### src/rtl/if_fetch_unit.sv
// Instruction-fetch stage: owns the PC, issues one outstanding request to instruction memory and
// buffers one instruction for IF/ID. Define IF_MISALIGN_CHECK_EN to trap misaligned redirects.
module if_fetch_unit #(
    parameter logic [63:0] RESET_PC = 64'h0
) (
    input  logic        clk,
    input  logic        reset,
    input  logic        IFIDWrite,
    input  logic        branch_taken,
    input  logic [63:0] branch_target,
    output logic        imem_req,
    output logic [63:0] imem_addr,
    input  logic        imem_ready,
    input  logic        imem_rvalid,
    input  logic [31:0] imem_rdata,
    output logic [31:0] instruction,
    output logic [63:0] A
`ifdef IF_MISALIGN_CHECK_EN
    ,
    output logic        fetch_fault
`endif
);

    typedef enum logic [1:0] {
        S_REQ   = 2'd0,
        S_WAIT  = 2'd1,
        S_DRAIN = 2'd2
`ifdef IF_MISALIGN_CHECK_EN
        ,
        S_FAULT = 2'd3
`endif
    } state_t;

    state_t      state, state_next;
    logic [63:0] pc, pc_next;
    logic [63:0] inflight_pc, inflight_next;
    logic        buf_valid, buf_valid_next;
    logic [31:0] buf_inst;
    logic [63:0] buf_pc;
    logic        buf_load;
    logic        accept;

    // Requests are issued only when the buffer is empty or being consumed, so WAIT always
    // finds an empty buffer.
    always_comb begin
        imem_req = 1'b0;
        if (!reset && state == S_REQ)
            imem_req = !buf_valid || !IFIDWrite;
    end

    assign imem_addr = pc;
    assign accept    = imem_req && imem_ready;

    always_comb begin
        // NOTE: every output of this block gets a default first, so no path leaves one unassigned
        // and no latch is inferred.
        state_next     = state;
        pc_next        = pc;
        inflight_next  = inflight_pc;
        buf_valid_next = buf_valid && IFIDWrite;
        buf_load       = 1'b0;

        case (state)
            S_REQ: begin
                if (accept) begin
                    inflight_next = pc;
                    pc_next       = pc + 64'd4;
                    state_next    = S_WAIT;
                end
            end
            S_WAIT: begin
                if (imem_rvalid) begin
                    buf_load       = 1'b1;
                    buf_valid_next = 1'b1;
                    state_next     = S_REQ;
                end
            end
            S_DRAIN: begin
                if (imem_rvalid)
                    state_next = S_REQ;
            end
            default: ;
        endcase

        // A redirect overrides everything; an accepted old-PC request must still be drained.
        if (branch_taken) begin
            pc_next        = branch_target;
            buf_valid_next = 1'b0;
            buf_load       = 1'b0;
            case (state)
                S_REQ:           state_next = accept ? S_DRAIN : S_REQ;
                S_WAIT, S_DRAIN: state_next = imem_rvalid ? S_REQ : S_DRAIN;
                default:         state_next = S_REQ;
            endcase
`ifdef IF_MISALIGN_CHECK_EN
            if (branch_target[1:0] != 2'b00)
                state_next = S_FAULT;
`endif
        end
    end

    // NOTE: sequential state uses non-blocking assignments so every register samples the
    // pre-edge values, independent of statement order.
    always_ff @(posedge clk or posedge reset) begin
        if (reset) begin
            state       <= S_REQ;
            pc          <= RESET_PC;
            inflight_pc <= '0;
            buf_valid   <= 1'b0;
        end else begin
            state       <= state_next;
            pc          <= pc_next;
            inflight_pc <= inflight_next;
            buf_valid   <= buf_valid_next;
        end
    end

    // NOTE: buffer payload is left unreset; it is never observed while buf_valid is low.
    always_ff @(posedge clk) begin
        if (buf_load) begin
            buf_inst <= imem_rdata;
            buf_pc   <= inflight_pc;
        end
    end

    assign instruction = buf_valid ? buf_inst : 32'h0;
    assign A           = buf_valid ? buf_pc : 64'h0;

`ifdef IF_MISALIGN_CHECK_EN
    assign fetch_fault = (state == S_FAULT);
`endif

endmodule

### config.mk
export PLATFORM = sky130hd
export DESIGN_NAME = if_fetch_unit
export DESIGN_NICKNAME = d
export VERILOG_FILES = /design/src/rtl/if_fetch_unit.sv
export SDC_FILE = /design/constraint.sdc
export NUM_CORES = 1
export LEC_CHECK = 0
export ABC_CLOCK_PERIOD_IN_PS = 5200
export CORE_MARGIN = 10
export CORE_UTILIZATION = 49
export CTS_CLUSTER_SIZE = 16
export DETAILED_ROUTE_END_ITERATION = 8
export HOLD_SLACK_MARGIN = 0.12
export PLACE_DENSITY = 0.82
export SETUP_SLACK_MARGIN = 0.05
export SLEW_MARGIN = 20
export SYNTH_ARGS = -nofsm -noshare
export SYNTH_HDL_FRONTEND = slang
export SYNTH_SLANG_ARGS = --single-unit
### constraint.sdc
create_clock -name clk -period 5.2 [get_ports clk]
set_clock_uncertainty 0.05 [all_clocks]
set_input_delay 0.52 -clock clk [delete_from_list [all_inputs] [get_ports clk]]
set_output_delay 0.52 -clock clk [all_outputs]
set_load 0.005 [all_outputs]
; ---- Word-level counts from Yosys, hierarchy flattened
; Index checks and enable logic that the tools add are counted.
; Widths: inputs -> output; s select.
[classes]
mux = 19
reduce_logical = 15
add_sub_neg = 1
eq_ne = 4
[op_table]
columns = operator, n
row1 = $mux 64, 4
row2 = $add 64x3->64 const B, 1
row3 = $mux 32, 1
row4 = $mux 2, 5
row5 = $pmux 2 s2, 2
row6 = $mux 1, 7
row7 = $reduce_and 2->1, 2
row8 = $reduce_bool 2->1, 2
row9 = $logic_and 1x1->1, 3
row10 = $logic_not 1->1, 3
row11 = $ne 3x1->1 const B, 1
row12 = $ne 3x3->1 const B, 1
row13 = $reduce_and 3->1, 1
row14 = $reduce_bool 3->1, 1
row15 = $eq 2x1->1 const B, 1
row16 = $eq 2x2->1 const B, 1
row17 = $logic_not 2->1, 1
row18 = $reduce_or 2->1, 1
row19 = $logic_or 1x1->1, 1
[totals]
out_inout_bits = 161
reg_bits = 227
in_bits = 102

; ---- Longest topological paths before layout
; Gate-level depths: netlist of run 1.
[depth]
depth_word = 7
depth_mapped = 9
depth_no_buf = 7

; ---- Worst setup path after synthesis of run 1
; No wires, ideal clock.
[synth_path]
path_type = input-to-reg
startpoint = in branch_taken
endpoint = reg buf_inst[0] (enable)
cell_stages = 2
path_buffers = 0
path_slack_ns = 1.804
arrival_ns = 2.880
cell_sequence = inv_1 -> and3_1
[synth_via]
elab_chain_len = 1
[synth_rtl]
columns = item, line_no
row1 = from (decl), 9  ; input logic branch_taken,
row2 = $mux 1, 86  ; if (branch_taken) begin
row3 = net buf_load, 40  ; logic buf_load;
row4 = to (signal assigned), 121  ; buf_inst <= imem_rdata;
row5 = to (decl), 38  ; logic [31:0] buf_inst;
; The timed path passes the listed nets, and every way through them passes these cells.
; A chain may end at the register's enable or synchronous reset.

; ---- Final worst setup path of run 1
[layout_path]
startpoint = reg state[0]
endpoint = reg pc[51], in the netlist imem_addr[51]
[layout_via]
elab_chain_len = 6
[layout_rtl]
columns = item, line_no
row1 = from (decl), 34  ; state_t state, state_next;
row2 = from (signal assigned), 111  ; state <= state_next;
row3 = $logic_not 2->1 (*), "47, 63"
row4 = $logic_and 1x1->1, 47  ; if (!reset && state == S_REQ)
row5 = $mux 1, 47
row6 = $logic_and 1x1->1, 52  ; assign accept = imem_req && imem_ready;
row7 = $reduce_bool 2->1 (no line), n/a
row8 = $reduce_and 2->1 (no line) (*), n/a
row9 = to (signal assigned), 112  ; pc <= pc_next;
row10 = to (decl), 35  ; logic [63:0] pc, pc_next;
; Every way passes the cells marked *; elsewhere a longest branch is shown, timed or not.

==> results.ini, run 1 <==
[clocking]
cts_tree = done
h-tree-depth = 1
clockBufferDepth = 3
ctsResizeCount = 0
cts_setup_buffers = 0
cts.sinks = 227
clkSlewWorstSetupHoldPaths_ps = 60
clock_latency_ps = 500
cts_hold_buf = 0
cts_inserted_buffers = 23
root_buffer = clkbuf_16

[route]
met1_length_um = 11800
drt_iter0_drc = 819
totalWireLength_um = 29800
ant_nets = 0
wl_per_cell_um = 19.8
vias_per_cell = 5.54
drc = 0
drtPass1Iterations = 5
met2_length_um = 14500
wl_met3_um = 2760
topRoutingLayerUsed = met4
via_count = 8321

[die]
dieHeight_um = 164
dieArea_um2 = 26900
dieWidth_um = 164
rows = 52
io_pins = 263
core_area_um2 = 20400
start_util_pct = 50.0

[placement]
dp_hpwl_um = 21000
place_congestion = 0.891
numPortBuffers = 262
dp.cells = 1459

[critical_path]
cp_top_family = simple AND/OR/NAND/NOR gates
end_kind = flop
crit_arrival_ps = 3520
crit_type = reg2reg
path_cells = inv_1 > ha_1 > and2b_4 > nand4_1 > or4_1 > or4_1 > a31oi_1
worst-path-buf-inv = 1
crit_top_cell = or4_1
worstSetupStartpointType = flop
crit_path_max_incr_delay_ps = 920
crit_fanout = 15
cp.required_ps = 5570
slowest_stage = or4_1

[logic_synthesis]
yosysTopAreaCellShare_pct = 32.2
synth_ff_type = dfrtp_1
syn-num-nets = 1080
synth_area_leaders = dfrtp_1 (32%), edfxtp_1 (28%), nand2_1 (8.7%)
yosysMostFrequentCell = nand2_1
synth_edf_count = 96
yosysSeqAreaShare_pct = 60.5
synth_area_leader_cell = dfrtp_1
avgSynthCellArea_um2 = 10.5
ys_warn_count = 0
syn_area_um2 = 10200
synth_commonest_cells = nand2_1 (237), dfrtp_1 (131), and2_1 (100), edfxtp_1 (96), o21ai_0 (46)
synthArstFlopShare_pct = 57.7
synthCells = 974
synthDistinctLibCells = 58
ys_ff_latch = 227

[sta]
final-hold-violation-count = 0
finalSetupTns_ps = 0
setup_violations = 0
max_freq_ghz = 0.318
fin_crit_sh_pct = 60.5
maxSlewViolCount = 0
max_slew_margin_pct = 34.4
fin_crit_ps = 3150
worst_slew_pin_slew_ps = 983
rsz0062_at_grt = no

[finish]
final_cells = 1503
area_growth_pct = 34.3
layout-drive-gt1-share_pct = 5.53
multi_input_area_um2 = 3720
nets = 1320
fillers = 1586
register_area_um2 = 6160

[grt]
grt_max_degree = 97
grt_pass1_wl_um = 45200
grt.total_usage_pct = 21.2
grt_overflow = 0
antenna_found_initial = 1
grt_pass1_vias = 7944

[power]
p_per_area_nw_per_um2 = 379
p_leak_nw = 5.30
vdd_ir_drop_max_mv = 0.196

[flow_run]
drv_cap = 0

[min_path]
hold_class = reg2reg

[outcome]
status = completed

-- layout by cell type, fill, tap and decap left out, drive strengths merged, types with 5 or more instances in the layout --
| master | synthesis | routed |
|---|---|---|
| nor2b | 5 | 5 |
| nor3 | 11 | 11 |
| buf | 7 | 7 |
| edfxtp | 96 | 96 |
| nand4 | 21 | 21 |
| a21oi | 5 | 5 |
| nor2 | 43 | 43 |
| nand2 | 239 | 239 |
| nand3 | 35 | 35 |
| or4 | 23 | 23 |
| and4 | 9 | 9 |
| nor4 | 16 | 16 |
| clkbuf | 43 | 24 |
| xnor2 | 17 | 17 |
| a31oi | 29 | 29 |
| xor2 | 5 | 5 |
| and2 | 100 | 100 |
| and3 | 9 | 9 |
| dfrtp | 131 | 131 |
| o21ai | 46 | 46 |
| inv | 13 | 14 |
| clkdlybuf4s50 | 0 | 261 |
| clkinv | 0 | 10 |
| or2 | 5 | 5 |
| o31ai | 14 | 14 |
| or3 | 16 | 16 |
-- area by class of cell --
| cell class | instances | share of cell area (%) |
|---|---|---|
| flip-flops and latches | 227 | 45.1 |
| multi-input cells | 681 | 27.2 |
| repair buffers | 268 | 19.5 |
| clock buffers | 24 | 4.24 |
| well taps | 270 | 2.47 |
| clock inverters | 17 | 1.06 |
| inverters | 13 | 0.393 |
| diodes | 3 | 0.0549 |
-- worst reg2reg max path: cells and delay by family (launching register included) --
family,cells,cell delay [ps]
AOI/OAI and AO/OA,1,180
adders and majority gates,1,160
buffers and inverters,1,90
DFF,1,410
and+or+nand+nor,4,2170
-- through the flow --
step	worst slack [ps]	cell area (µm²)	hold slack (ps)	power, mW	util, %
floorplan	1130	10200	375	3.08	-
global placement	1650	12900	379	3.55	63.5
detailed placement	1570	12900	380	3.61	63.5
CTS	2080	13700	393	5.22	67.1
global route	1860	13700	404	5.44	67.1
finish	2050	13700	394	5.18	67.1
-- per-layer routing --
metal / global-route usage, % / vias to the layer above
li1: - / 3883
met4: 6.82 / 0
met3: 4.86 / 51
met1: 27.4 / 4020
met5: 0 / -
met2: 34.7 / 367
-- registers in the layout (all words and copies together) (netlist names) --
register,count
buf_inst,32
buf_pc,64
buf_valid,1
imem_addr,64
state,2
inflight_pc,64
-- cell families (layout without fill, tap and decap cells) --
| logic type | count (synthesis) | in the layout | synth area share [%] |
|---|---|---|---|
| XOR/XNOR | 22 | 22 | 1.89 |
| other | 0 | 3 | 0 |
| multiplexers | 6 | 6 | 0.615 |
| AO/OA/AOI/OAI | 108 | 108 | 6.45 |
| flip-flops | 227 | 227 | 60.5 |
| AND/OR/NAND/NOR | 541 | 541 | 27.0 |
| adder cells (fa/ha/maj) | 4 | 4 | 0.492 |
| buffers and inverters | 66 | 322 | 3.07 |
-- final timing paths --
path,startpoint,end,slack [ps],depth (start not counted)
worst max-delay path,state[0],imem_addr[51],2050,7
worst min-delay path,inflight_pc[55],buf_pc[55],390,0
worst max register to register,state[0],imem_addr[51],2050,7
worst min register to register,inflight_pc[55],buf_pc[55],390,0
max in group asynchronous,reset,imem_addr[1],3450,3
min in group asynchronous,reset,buf_valid,540,2
-- where the power goes --
part           leakage, nW  switching [mW]  internal, mW  total, mW
logic                 2.50           0.532         0.486       1.02
clock network        0.350           0.692         0.912       1.60
registers             2.45           0.241          2.31       2.56
(Power assumes the default switching activity.)
==> inputs of run 2 (changes only) <==
--- a/config.mk
+++ b/config.mk
@@ -5,13 +5,13 @@
 export SDC_FILE = /design/constraint.sdc
 export NUM_CORES = 1
 export LEC_CHECK = 0
-export ABC_CLOCK_PERIOD_IN_PS = 5200
+export ABC_CLOCK_PERIOD_IN_PS = 2600
 export CORE_MARGIN = 10
-export CORE_UTILIZATION = 49
+export CORE_UTILIZATION = 44
 export CTS_CLUSTER_SIZE = 16
 export DETAILED_ROUTE_END_ITERATION = 8
 export HOLD_SLACK_MARGIN = 0.12
-export PLACE_DENSITY = 0.82
+export PLACE_DENSITY = 0.78
 export SETUP_SLACK_MARGIN = 0.05
 export SLEW_MARGIN = 20
 export SYNTH_ARGS = -nofsm -noshare
==> constraint.sdc (replaced) <==
create_clock -name clk -period 2.6 [get_ports clk]
set_clock_uncertainty 0.05 [all_clocks]
set_input_delay 0.26 -clock clk [delete_from_list [all_inputs] [get_ports clk]]
set_output_delay 0.26 -clock clk [all_outputs]
set_load 0.005 [all_outputs]
==> results.ini, run 2 (same netlist as run 1, synthesis figures left out) <==
[critical_path]
crit_arrival_ps = 2870
crit_fanout = 10
worstRegToRegCells = 9
slowest_stage = or4_4
path_cells = inv_2 > ha_2 > and2b_4 > nand4_1 > buf_4 > buf_4 > or4_4 > or3_1 > a31oi_1
r2r_end = imem_addr[63]
startpoint = state[1]
cp.required_ps = 2980
r2r_setup_slack_ps = 110
endpoint = imem_addr[63]
crit_path_max_incr_delay_ps = 530
end_kind = flop
crit_top_cell = buf_4
crit_type = reg2reg
r2r_start = state[1]
worstSetupStartpointType = flop

[grt]
grt.total_usage_pct = 20.3
grt_pass1_vias = 8415
grt_max_degree = 97
grt_overflow = 0
grt_pass1_wl_um = 47400
antenna_found_initial = 3

[sta]
final-hold-violation-count = 0
fin_crit_ps = 2490
fin_crit_sh_pct = 95.8
rsz0062_at_grt = yes
worst_slew_pin_slew_ps = 695
max_freq_ghz = 0.401
finalSetupTns_ps = 0
fin_ws_ps = 108
setup_violations = 0
max_slew_margin_pct = 53.5
maxSlewViolCount = 0

[min_path]
hold_class = in2async

[finish]
nets = 1391
layout_common_cells = clkdlybuf4s50_1 (261), nand2_1 (237), dfrtp_1 (122)
final_common_cell = clkdlybuf4s50_1
area_growth_pct = 42.9
layout-drive-gt1-share_pct = 11.7
fin_area_um2 = 14500

[route]
vias_per_cell = 5.39
via_count = 8576
drtPass1Iterations = 5
totalWireLength_um = 31000
drc = 0
wl_per_cell_um = 19.5
ant_nets = 0
drt_iter0_drc = 906

[placement]
dp_hpwl_um = 22800
place_congestion = 0.957
dp_slack_ps = -230
placed_area_um2 = 13500
numPortBuffers = 262

[clocking]
root_buffer = clkbuf_16
cts_inserted_buffers = 24
clock_latency_ps = 510
cts_tree = done
h-tree-depth = 1
clkSlewWorstSetupHoldPaths_ps = 60
clockBufferDepth = 3
cts.sinks = 227

[die]
io_pins = 263
dieArea_um2 = 29600
dieWidth_um = 172
rows = 55
start_util_pct = 44.8
dieHeight_um = 172
core_area_um2 = 22700

[flow_run]
drv_cap = 0

[outcome]
status = completed

[power]
p_leak_nw = 5.76
p_per_area_nw_per_um2 = 780
vdd_ir_drop_max_mv = 0.436

==> run 2: area by class of cell <==
type                            count  area, µm²
Fill cell                        1783       8160
Sequential cell                   227       6170
Multi-Input combinational cell    681       3760
Timing Repair Buffer              338       3270
Clock buffer                       30        654
Tap cell                          285        357
Clock inverter                     14        272
Inverter                           13       52.6
Antenna cell                        2       5.00
==> run 2: power by group <==
group	internal, mW	switching, mW	total, mW
logic	1.13	1.19	2.32
registers	4.63	0.415	5.05
clock network	2.58	1.41	3.98
total	8.33	3.01	11.3
==> run 2: worst min-delay path by stage <==
stage | start | endpoint | slack, ps
2_1_floorplan | imem_rdata[0] | buf_inst[0] | 310
3_3_place_gp | inflight_pc[8] | buf_pc[8] | 380
3_5_place_dp | inflight_pc[33] | buf_pc[33] | 380
4_1_cts | reset | inflight_pc[2] | 190
5_1_grt | reset | inflight_pc[56] | 230
6_report | reset | inflight_pc[2] | 180
==> run 2: metrics by stage <==
stage | util [%] | hold WS [ps] | total power, mW | cells
CTS | 63.8 | 195 | 11.4 | 1587
detailed placement | 59.6 | 381 | 7.41 | 1541
floorplan | - | 309 | 6.15 | 974
global placement | 59.6 | 379 | 7.28 | 1541
global route | 64.1 | 234 | 11.9 | 1590
finish | 64.1 | 183 | 11.3 | 1590
==> run 2: critical path, delay by kind of cell (launching register included) <==
kind            cells  cell delay [ps]
buf+inv             3              420
flops               1              400
compound gates      1              170
fa+ha+maj           1              170
simple gates        4             1200
==> run 2: layer usage <==
| metal | part of all wire, % | vias to the layer above | global-route usage, % |
|---|---|---|---|
| li1 | - | 4040 | - |
| met1 | 42 | 4112 | 26.6 |
| met2 | 48 | 366 | 33.3 |
| met3 | 7.6 | 56 | 3.69 |
| met4 | 2.6 | 2 | 6.33 |
| met5 | 0.036 | - | 0 |
==> run 2: what timing repair did <==
action,4_1_cts,5_1_grt
gates resized for setup,3,15
gates cloned,0,0
setup buffers,1,1
hold endpoints to repair,2,0
pin swaps,1,4
setup endpoints to repair,97,18
hold buffers,1,0
==> inputs of run 3 (changes only) <==
--- a/config.mk
+++ b/config.mk
@@ -10,6 +10,7 @@
 export CORE_UTILIZATION = 44
 export CTS_CLUSTER_SIZE = 16
 export DETAILED_ROUTE_END_ITERATION = 8
+export GPL_ROUTABILITY_DRIVEN = 0
 export HOLD_SLACK_MARGIN = 0.12
 export PLACE_DENSITY = 0.78
 export SETUP_SLACK_MARGIN = 0.05
==> results.ini, run 3 (same netlist as run 1, synthesis figures left out) <==
[outcome]
status = completed

[critical_path]
crit_fanout = 11
crit_arrival_ps = 2870
r2r_start = imem_addr[20]
crit_type = reg2reg
end_kind = flop
startpoint = imem_addr[20]
r2r_end = imem_addr[50]
worstRegToRegCells = 5
worstSetupStartpointType = flop
endpoint = imem_addr[50]
cp.required_ps = 2980
r2r_setup_slack_ps = 110

[die]
start_util_pct = 44.8
io_pins = 263
dieWidth_um = 172
dieArea_um2 = 29600
rows = 55
core_area_um2 = 22700
dieHeight_um = 172

[route]
vias_per_cell = 5.43
ant_nets = 0
wl_per_cell_um = 19.5
drtPass1Iterations = 5
via_count = 8607
totalWireLength_um = 30900
drc = 0
drt_iter0_drc = 751

[clocking]
cts_inserted_buffers = 24
h-tree-depth = 1
cts_tree = done
clockBufferDepth = 3
root_buffer = clkbuf_16
clock_latency_ps = 510
clkSlewWorstSetupHoldPaths_ps = 60
cts.sinks = 227

[sta]
setup_violations = 0
max_freq_ghz = 0.402
fin_crit_sh_pct = 95.6
maxSlewViolCount = 0
fin_crit_ps = 2490
rsz0062_at_grt = yes
final-hold-violation-count = 0
max_slew_margin_pct = 53.6
worst_slew_pin_slew_ps = 695

[placement]
placed_area_um2 = 13500
dp.cells = 1540
dp_hpwl_um = 22900
numPortBuffers = 262

[finish]
final_common_cell = clkdlybuf4s50_1
fin_area_um2 = 14400
layout-drive-gt1-share_pct = 10.8
final_cells = 1586
layout_common_cells = clkdlybuf4s50_1 (261), nand2_1 (237), dfrtp_1 (125)
fillers = 1793
nets = 1389
n_antenna_cell = 0
area_growth_pct = 41.2

[min_path]
hold_class = in2async

[power]
p_per_area_nw_per_um2 = 750
switching_power_mw = 2.97
swShare_pct = 27.6
p_seq_share_pct = 46.8
internal_power_mw = 7.81
comb_power_share_pct = 21.4
clockPowerShare_pct = 31.8
vdd_ir_drop_max_mv = 0.344
p_leak_nw = 5.70

[grt]
grt.total_usage_pct = 20.4
grt_pass1_vias = 8474
grt_max_degree = 97
antenna_found_initial = 1
grt_overflow = 0
grt_pass1_wl_um = 47800

[flow_run]
drv_cap = 0

[run 3: what timing repair did]
action                                  in CTS  in global routing
pin swaps                                    1                  2
setup buffers                                0                  1
endpoints found under the setup margin      94                 15
hold buffers                                 1                  0
hold endpoints to repair                     1                  0
gates resized for setup                      4                  9
cloned                                       0                  0
[run 3: per-layer routing]
metal	global-route usage (%)	part of all wire, %	up-vias	wire length [µm]
li1	-	-	4040	-
met1	26.9	42	4145	12900
met2	33.2	47	351	14600
met3	3.97	8.0	69	2490
met4	6.18	2.9	2	890
met5	0	0.036	-	11
[run 3: layout make-up]
class | instances | area (µm²) | share of cell area (%)
Timing Repair Buffer | 336 | 3260 | 22.7
Tap cell | 285 | 357 | 2.48
Clock inverter | 6 | 51.3 | 0.357
Sequential cell | 227 | 6170 | 42.9
Inverter | 13 | 52.6 | 0.366
Clock buffer | 38 | 746 | 5.19
Multi-Input combinational cell | 681 | 3740 | 26.0
[run 3: power groups by stage]
stage	logic [mW]	registers, mW	clock network (mW)
detailed placement	2.31	5.11	0
global route	2.59	5.13	3.62
global placement	2.23	5.06	0
finish	2.31	5.04	3.43
CTS	2.33	5.04	3.48
floorplan	1.13	5.02	0
[run 3: worst max-delay path, stage by stage (launching register included)]
cell and delay [ps]:
dfrtp_1 520, nand2_4 100, or3_4 400, or4b_4 630
or4_1 540, a31oi_1 170
[run 3: worst min-delay path by stage]
| stage | from | end |
|---|---|---|
| after detailed placement | inflight_pc[10] | buf_pc[10] |
| after CTS | reset | inflight_pc[2] |
| final | reset | imem_addr[2] |
| after global routing | reset | state[0] |
| after global placement | inflight_pc[8] | buf_pc[8] |
| after floorplan | imem_rdata[0] | buf_inst[0] |
[run 3: through the flow]
| stage | hold slack [ps] | total power [mW] | setup WS (ps) | TNS, ps | utilization [%] |
|---|---|---|---|---|---|
| global route | 240 | 11.3 | 45.8 | 0 | 63.3 |
| global placement | 379 | 7.29 | -167 | -1090 | 59.6 |
| CTS | 186 | 10.9 | 84.5 | 0 | 63.2 |
| floorplan | 309 | 6.15 | 189 | 0 | - |
| finish | 176 | 10.8 | 115 | 0 | 63.3 |
| detailed placement | 379 | 7.42 | -195 | -1520 | 59.6 |
